**config.mk**
```make
export PLATFORM = sky130hd
export DESIGN_NAME = rx_anc_phase_seq
export DESIGN_NICKNAME = d
export VERILOG_FILES = /design/src/rtl/rx_anc_phase_seq.sv
export SDC_FILE = /design/constraint.sdc
export NUM_CORES = 1
export LEC_CHECK = 0
export ABC_CLOCK_PERIOD_IN_PS = 3800
export CORE_MARGIN = 5
export CORE_UTILIZATION = 35
export DETAILED_ROUTE_END_ITERATION = 10
export PLACE_DENSITY_LB_ADDON = 0.15
export SLEW_MARGIN = 20
export SYNTH_ARGS = -nofsm -noshare
export SYNTH_HDL_FRONTEND = slang
export SYNTH_SLANG_ARGS = --single-unit
```
**constraint.sdc**
```tcl
create_clock -name clk -period 3.8 [get_ports clk]
set_input_delay 0.57 -clock clk [delete_from_list [all_inputs] [get_ports clk]]
set_output_delay 0.57 -clock clk [all_outputs]
set_load 0.02 [all_outputs]
```
**src/rtl/rx_anc_phase_seq.sv**
```systemverilog
// rx_anc_phase_seq
// Programmable phase-hop sequencer for the DDS phase port in the RX ANC chain.
// A settings-bus-loaded table of phase increments is stepped through. Each entry
// is held for NSIG beats. Sweeps run one-shot or continuously, and the phase
// stream only advances on an AXI-Stream handshake.
//
// Ports
//   clk             single clock
//   reset_n         asynchronous active-low reset (also restores configuration)
//   srst            synchronous clear of sequencer state, configuration kept
//   set_stb/addr/data  settings bus write port
//   m_phase_tdata   phase beat to the DDS
//   m_phase_tvalid  phase beat valid
//   m_phase_tlast   last beat of a sweep
//   m_phase_tready  DDS ready
//   step_idx        table index of the presented beat
//   busy            sequencer in RUN or DRAIN
//   sweep_done      one-cycle pulse after the final beat of a one-shot sweep
module rx_anc_phase_seq #(
    parameter int unsigned PHASE_WIDTH  = 24,
    parameter int unsigned NCOUNT_WIDTH = 24,
    parameter int unsigned NUM_STEPS    = 8,
    parameter int unsigned SR_BASE      = 0,
    parameter int unsigned NSIG_DEF     = 32768,
    parameter int unsigned DPH_INC_DEF  = 4096,
    parameter int unsigned START_PH_DEF = 0,
    localparam int unsigned IDX_W       = $clog2(NUM_STEPS)
) (
    input  logic                   clk,
    input  logic                   reset_n,
    input  logic                   srst,
    input  logic                   set_stb,
    input  logic [7:0]             set_addr,
    input  logic [31:0]            set_data,
    output logic [PHASE_WIDTH-1:0] m_phase_tdata,
    output logic                   m_phase_tvalid,
    output logic                   m_phase_tlast,
    input  logic                   m_phase_tready,
    output logic [IDX_W-1:0]       step_idx,
    output logic                   busy,
    output logic                   sweep_done
);

    localparam int unsigned NSTP_W = IDX_W + 1;

    localparam logic [7:0] ADDR_CTRL   = 8'(SR_BASE);
    localparam logic [7:0] ADDR_NSIG   = 8'(SR_BASE + 1);
    localparam logic [7:0] ADDR_START  = 8'(SR_BASE + 2);
    localparam logic [7:0] ADDR_TBL    = 8'(SR_BASE + 3);
    localparam logic [7:0] ADDR_NSTEPS = 8'(SR_BASE + 4);

    typedef enum logic [1:0] {
        ST_IDLE  = 2'd0,
        ST_RUN   = 2'd1,
        ST_DRAIN = 2'd2
    } state_t;

    // Configuration registers
    logic [2:0]              ctrl_q;
    logic [NCOUNT_WIDTH-1:0] nsig_q;
    logic [PHASE_WIDTH-1:0]  start_ph_q;
    logic [NSTP_W-1:0]       nsteps_q;
    logic [PHASE_WIDTH-1:0]  inc_tbl_q [NUM_STEPS];

    // Sequencer state
    state_t                  state_q, state_d;
    logic [PHASE_WIDTH-1:0]  phase_q, phase_d;
    logic [NCOUNT_WIDTH-1:0] ncount_q, ncount_d;
    logic [IDX_W-1:0]        step_q, step_d;
    logic [PHASE_WIDTH-1:0]  inc_q, inc_d;
    logic                    bound_q, bound_d;
    logic                    last_q, last_d;
    logic                    valid_q, busy_q, done_q, done_d;

    logic                    wr_ctrl_c, wr_nsig_c, wr_start_c, wr_tbl_c, wr_nsteps_c;
    logic [IDX_W-1:0]        tbl_idx_c;
    logic [NCOUNT_WIDTH-1:0] nsig_eff_c;
    logic [NSTP_W-1:0]       nsteps_eff_c;
    logic [IDX_W-1:0]        last_step_c;
    logic [IDX_W-1:0]        step_nx_c;
    logic                    hs_c;
    logic                    unused_c;

    // Settings bus decode
    assign wr_ctrl_c   = set_stb && (set_addr == ADDR_CTRL);
    assign wr_nsig_c   = set_stb && (set_addr == ADDR_NSIG);
    assign wr_start_c  = set_stb && (set_addr == ADDR_START);
    assign wr_tbl_c    = set_stb && (set_addr == ADDR_TBL);
    assign wr_nsteps_c = set_stb && (set_addr == ADDR_NSTEPS);
    assign tbl_idx_c   = set_data[31 -: IDX_W];
    assign unused_c    = ^set_data;

    // NSIG of 0 behaves as 1; NSTEPS is forced into 1..NUM_STEPS
    assign nsig_eff_c = (nsig_q == '0) ? NCOUNT_WIDTH'(1) : nsig_q;

    always_comb begin
        nsteps_eff_c = nsteps_q;
        if (nsteps_q == '0) begin
            nsteps_eff_c = NSTP_W'(1);
        end else if (nsteps_q > NSTP_W'(NUM_STEPS)) begin
            nsteps_eff_c = NSTP_W'(NUM_STEPS);
        end
    end

    assign last_step_c = IDX_W'(nsteps_eff_c - NSTP_W'(1));
    assign hs_c        = valid_q && m_phase_tready;

    // Configuration register file, kept across srst
    always_ff @(posedge clk or negedge reset_n) begin
        if (!reset_n) begin
            ctrl_q     <= '0;
            nsig_q     <= NCOUNT_WIDTH'(NSIG_DEF);
            start_ph_q <= PHASE_WIDTH'(START_PH_DEF);
            nsteps_q   <= NSTP_W'(1);
            for (int i = 0; i < int'(NUM_STEPS); i++) begin
                inc_tbl_q[i] <= PHASE_WIDTH'(DPH_INC_DEF);
            end
        end else begin
            if (wr_ctrl_c)   ctrl_q     <= set_data[2:0];
            if (wr_nsig_c)   nsig_q     <= set_data[NCOUNT_WIDTH-1:0];
            if (wr_start_c)  start_ph_q <= set_data[PHASE_WIDTH-1:0];
            if (wr_nsteps_c) nsteps_q   <= set_data[NSTP_W-1:0];
            if (wr_tbl_c)    inc_tbl_q[tbl_idx_c] <= set_data[PHASE_WIDTH-1:0];
        end
    end

    // Next-state and next-beat logic. bound/last flags describe the beat being
    // loaded, so tlast and the boundary decision never change during a stall.
    always_comb begin
        state_d   = state_q;
        phase_d   = phase_q;
        ncount_d  = ncount_q;
        step_d    = step_q;
        inc_d     = inc_q;
        bound_d   = bound_q;
        last_d    = last_q;
        done_d    = 1'b0;
        step_nx_c = last_q ? '0 : step_q + IDX_W'(1);

        unique case (state_q)
            ST_IDLE: begin
                if (wr_ctrl_c && set_data[0]) begin
                    state_d  = ST_RUN;
                    phase_d  = start_ph_q;
                    ncount_d = NCOUNT_WIDTH'(1);
                    step_d   = '0;
                    inc_d    = inc_tbl_q[IDX_W'(0)];
                    bound_d  = (nsig_eff_c == NCOUNT_WIDTH'(1));
                    last_d   = (nsig_eff_c == NCOUNT_WIDTH'(1)) && (last_step_c == '0);
                end
            end
            ST_RUN, ST_DRAIN: begin
                if (hs_c) begin
                    if (bound_q) begin
                        ncount_d = NCOUNT_WIDTH'(1);
                        step_d   = step_nx_c;
                        inc_d    = inc_tbl_q[step_nx_c];
                        phase_d  = (ctrl_q[2] || last_q) ? start_ph_q : phase_q + inc_q;
                    end else begin
                        ncount_d = ncount_q + NCOUNT_WIDTH'(1);
                        phase_d  = phase_q + inc_q;
                    end
                    bound_d = (ncount_d >= nsig_eff_c);
                    last_d  = bound_d && (step_d >= last_step_c);

                    if (last_q && !ctrl_q[1]) begin
                        state_d = ST_IDLE;
                        done_d  = 1'b1;
                    end else if ((state_q == ST_DRAIN) || (wr_ctrl_c && !set_data[0])) begin
                        state_d = ST_IDLE;
                    end
                end else if ((state_q == ST_RUN) && wr_ctrl_c && !set_data[0]) begin
                    state_d = ST_DRAIN;
                end
            end
            default: begin
                state_d = ST_IDLE;
            end
        endcase

        if (state_d == ST_IDLE) begin
            bound_d = 1'b0;
            last_d  = 1'b0;
        end

        // srst clears sequencer state; a coincident settings write still lands
        if (srst) begin
            state_d  = ST_IDLE;
            phase_d  = '0;
            ncount_d = '0;
            step_d   = '0;
            inc_d    = '0;
            bound_d  = 1'b0;
            last_d   = 1'b0;
            done_d   = 1'b0;
        end
    end

    // State and output registers
    always_ff @(posedge clk or negedge reset_n) begin
        if (!reset_n) begin
            state_q  <= ST_IDLE;
            phase_q  <= '0;
            ncount_q <= '0;
            step_q   <= '0;
            inc_q    <= '0;
            bound_q  <= 1'b0;
            last_q   <= 1'b0;
            valid_q  <= 1'b0;
            busy_q   <= 1'b0;
            done_q   <= 1'b0;
        end else begin
            state_q  <= state_d;
            phase_q  <= phase_d;
            ncount_q <= ncount_d;
            step_q   <= step_d;
            inc_q    <= inc_d;
            bound_q  <= bound_d;
            last_q   <= last_d;
            valid_q  <= (state_d != ST_IDLE);
            busy_q   <= (state_d != ST_IDLE);
            done_q   <= done_d;
        end
    end

    assign m_phase_tdata  = phase_q;
    assign m_phase_tvalid = valid_q;
    assign m_phase_tlast  = last_q;
    assign step_idx       = step_q;
    assign busy           = busy_q;
    assign sweep_done     = done_q;

endmodule

```
==> qor.yml <==
floorplanning:
  num_rows: 80
  fp.dieW_microns: 231
  core_sq_um: 47900
  num_io_pins: 76
  die_area_sq_um: 53200
  fp.dieH_microns: 231
  start_util_pct: 35.6
place:
  hpwl_mm: 31.0
  port_buffers: 70
  post-place-ws_ns: 0.426
  routabilityCongestion: 0.825
global_routing:
  grt_pass1_wl_mm: 72.9
  grt_busiest_layer: "met2"
  grt_start_max_net_pins: 95
  antenna_found_initial: 0
  grt_pass1_vias: 11934
  grt_use_met3_pct: 3.15
  gr-usage-all-layers_pct: 17.6
  overflow: 0
  grt_use_met1_pct: 25.0
  use_met2_pct: 28.2
route:
  drt_iter0_markers: 822
  vias: 11544
  drc: 0
  viasPerCell: 5.45
  wirelength_mm: 46.3
  wl_per_cell_microns: 21.9
  antenna_left: 0
  dr.pass1.iters: 5
sta:
  fmax_mhz: 292
  fin_crit_sh_pct: 90.3
  slew_headroom_pct: 47.5
  hold_violations: 0
  setup_violations: 0
  setup-tns-final_ns: 0
  tightest_slew_ns: 0.785
  slew_viol_final: 0
  finalClockSkew_ns: 0.0255
  worst_slack_ns: 0.370
  rsz0062_at_grt: "no"
  layout_min_cycle_time_ns: 3.43
synth:
  yosysWarnings: 0
  yosysSeqAreaShare_pct: 48.1
  synth_ff_type: "dfrtp_1"
  avgSynthCellArea_sq_um: 11.9
  netlist_area_sq_um: 17100
  synth_edf_count: 0
  yosys-top-cells-area: "dfrtp_1 (47%), mux2_2 (14%), mux4_2 (6.3%)"
  syn-num-nets: 1532
  synth_cells: 1428
  synth_cell_types: 68
  synth_seq_cells: 327
  synthArstFlopShare_pct: 100
  netlist.area_leader.share_pct: 46.5
  post-synth-top-area-cell: "dfrtp_1"
power:
  ir_drop_uv: 277
  p_leak_uw: 0.00940
  powerDensity_nw_per_um2: 385
flow_run:
  drv_cap: 0
cells_and_area:
  antenna_cells: 0
  regArea_sq_um: 8200
  nets: 1581
  fill_cells: 4566
  layout_common_cells: "dfrtp_1 (317), mux2_2 (216), nand2_1 (96), nor2_1 (92), clkdlybuf4s50_1 (69)"
  multi_input_area_sq_um: 8240
  utilization_pct: 41.0
  area_growth_pct: 15.3
  layout_commonest_cell: "dfrtp_1"
  drive_gt1_share_pct: 26.7
clocking:
  ctsHoldBuffers: 0
  cts_resized: 0
  cts_tree: "yes"
  cts_sinks: 327
  root_buffer: "clkbuf_16"
  clockBufferDepth: 3
  h-tree-depth: 2
  postCtsSetupBuffers: 0
  clk_pin_slew_worst_paths_ns: 0.06
  clk_latency_ns: 0.56
  cts_buffers: 37
hold_path:
  min_path_type: "input pin to asynchronous set/reset pin"
outcome:
  status: "finished, final reports clean"
worst_setup_path:
  critPathMaxFanout: 5
  cp-end-kind: "flip-flop"
  crit_top_cell: "ha_1"
  cp_cell_sequence: "ha_1 -> and4_1 -> nor2b_1 -> and2_1 -> nand2_1 -> xor2_1 -> nor2_1 -> ha_1 -> a21o_1 -> a211oi_1 -> o21ai_0 -> a221oi_1 -> o21a_1 -> nor4_1"
  path_class: "flip-flop to flip-flop"
  crit_slowest_cell: "dfrtp_1"
  cp-start-kind: "flip-flop"
  cpPeakStageDelay_ns: 0.43
  worstPathRequired_ns: 4.20
  cp_data_arrival_time_ns: 3.83
## routing by layer
| metal | wire length [microns] | vias up | part of all wire, % |
|---|---|---|---|
| met2 | 21300 | 216 | 46 |
| li1 | - | 5333 | - |
| met3 | 1930 | 61 | 4.2 |
| met1 | 22200 | 5934 | 48 |
| met5 | 0 | - | 0 |
| met4 | 965 | 0 | 2.1 |
## area by class of cell
| type | instances | share of cell area, % |
|---|---|---|
| Clock buffer | 56 | 5.69 |
| Clock inverter | 11 | 0.668 |
| Inverter | 37 | 0.706 |
| Multi-Input combinational cell | 963 | 41.9 |
| Sequential cell | 327 | 41.7 |
| Tap cell | 615 | 3.91 |
| Timing Repair Buffer | 111 | 5.47 |
## worst max-delay path, delay by kind of cell, from the launching register on
kind / cells / cell delay [ns]
XOR/XNOR: 1 / 0.14
flip-flops: 1 / 0.43
AO/OA/AOI/OAI: 5 / 1.15
AND/OR/NAND/NOR: 6 / 0.99
adder cells (fa/ha/maj): 2 / 0.58
## state kept, by name (all words and copies together) (netlist names), 2 cells and up
signal,cells
ctrl_q,2
inc_q,24
inc_tbl_q,192
m_phase_tdata,24
ncount_q,24
nsig_q,24
nsteps_q,4
start_ph_q,24
state_q,2
step_idx,3
## kinds of logic (layout without fill, tap and decap cells)
kind of cell	count (synthesis)	count (layout)	synth area share (%)
muxes	297	297	22.6
buffers and inverters	138	215	3.84
adders and majority gates	59	59	4.37
AOI/OAI and AO/OA	254	254	9.94
DFF	327	327	48.1
xor gates and xnor gates	40	40	2.05
and+or+nand+nor	313	313	9.18
## synthesized netlist by cell type, types with 9 or more instances
master    count
a21o_1       18
a22o_1       42
xnor2_1      17
buf_2        27
and3_1        9
xor2_1       23
nand2_1      96
ha_1         58
mux2i_1      29
inv_1        37
a311oi_1     15
dfstp_2      10
buf_4        16
dfrtp_1     317
clkbuf_1     43
nand2b_1     13
nor2_1       94
a211oi_1     15
mux4_2       48
nor3_1       13
o21ai_0      60
nand3_1      15
clkbuf_2     10
nand4_1      17
a31oi_1      15
mux2_2      216
a21oi_1      57
## where the power goes
part           internal [uW]  leakage, uW  switching, uW
registers               3540      0.00442           32.6
logic                    117      0.00435            222
clock network           2180     0.000622           1480
total                   5840      0.00940           1730
## metrics by stage
stage	instance area (sq um)	power (uW)	hold WS [ns]	cells
CTS	19700	7700	0.0186	2120
global placement	18400	3980	0.459	2053
finish	19700	7570	0.00947	2120
global route	19700	7880	0.0497	2120
detailed placement	18400	3980	0.462	2053
floorplan	17100	3780	0.274	1428
## final timing paths
check / from / to / slack (ns) / cells past startpoint
hold / removal: reset_n / inc_tbl_q[117] / 0.009 / 1
hold reg to reg: ctrl_q[2] / ctrl_q[2] / 0.48 / 2
setup / recovery: ncount_q[0] / bound_q / 0.37 / 14
max in group asynchronous: reset_n / inc_tbl_q[126] / 2.82 / 2
min in group clk: ctrl_q[2] / ctrl_q[2] / 0.48 / 2
setup reg to reg: ncount_q[0] / bound_q / 0.37 / 14
(Power assumes the default switching activity.)
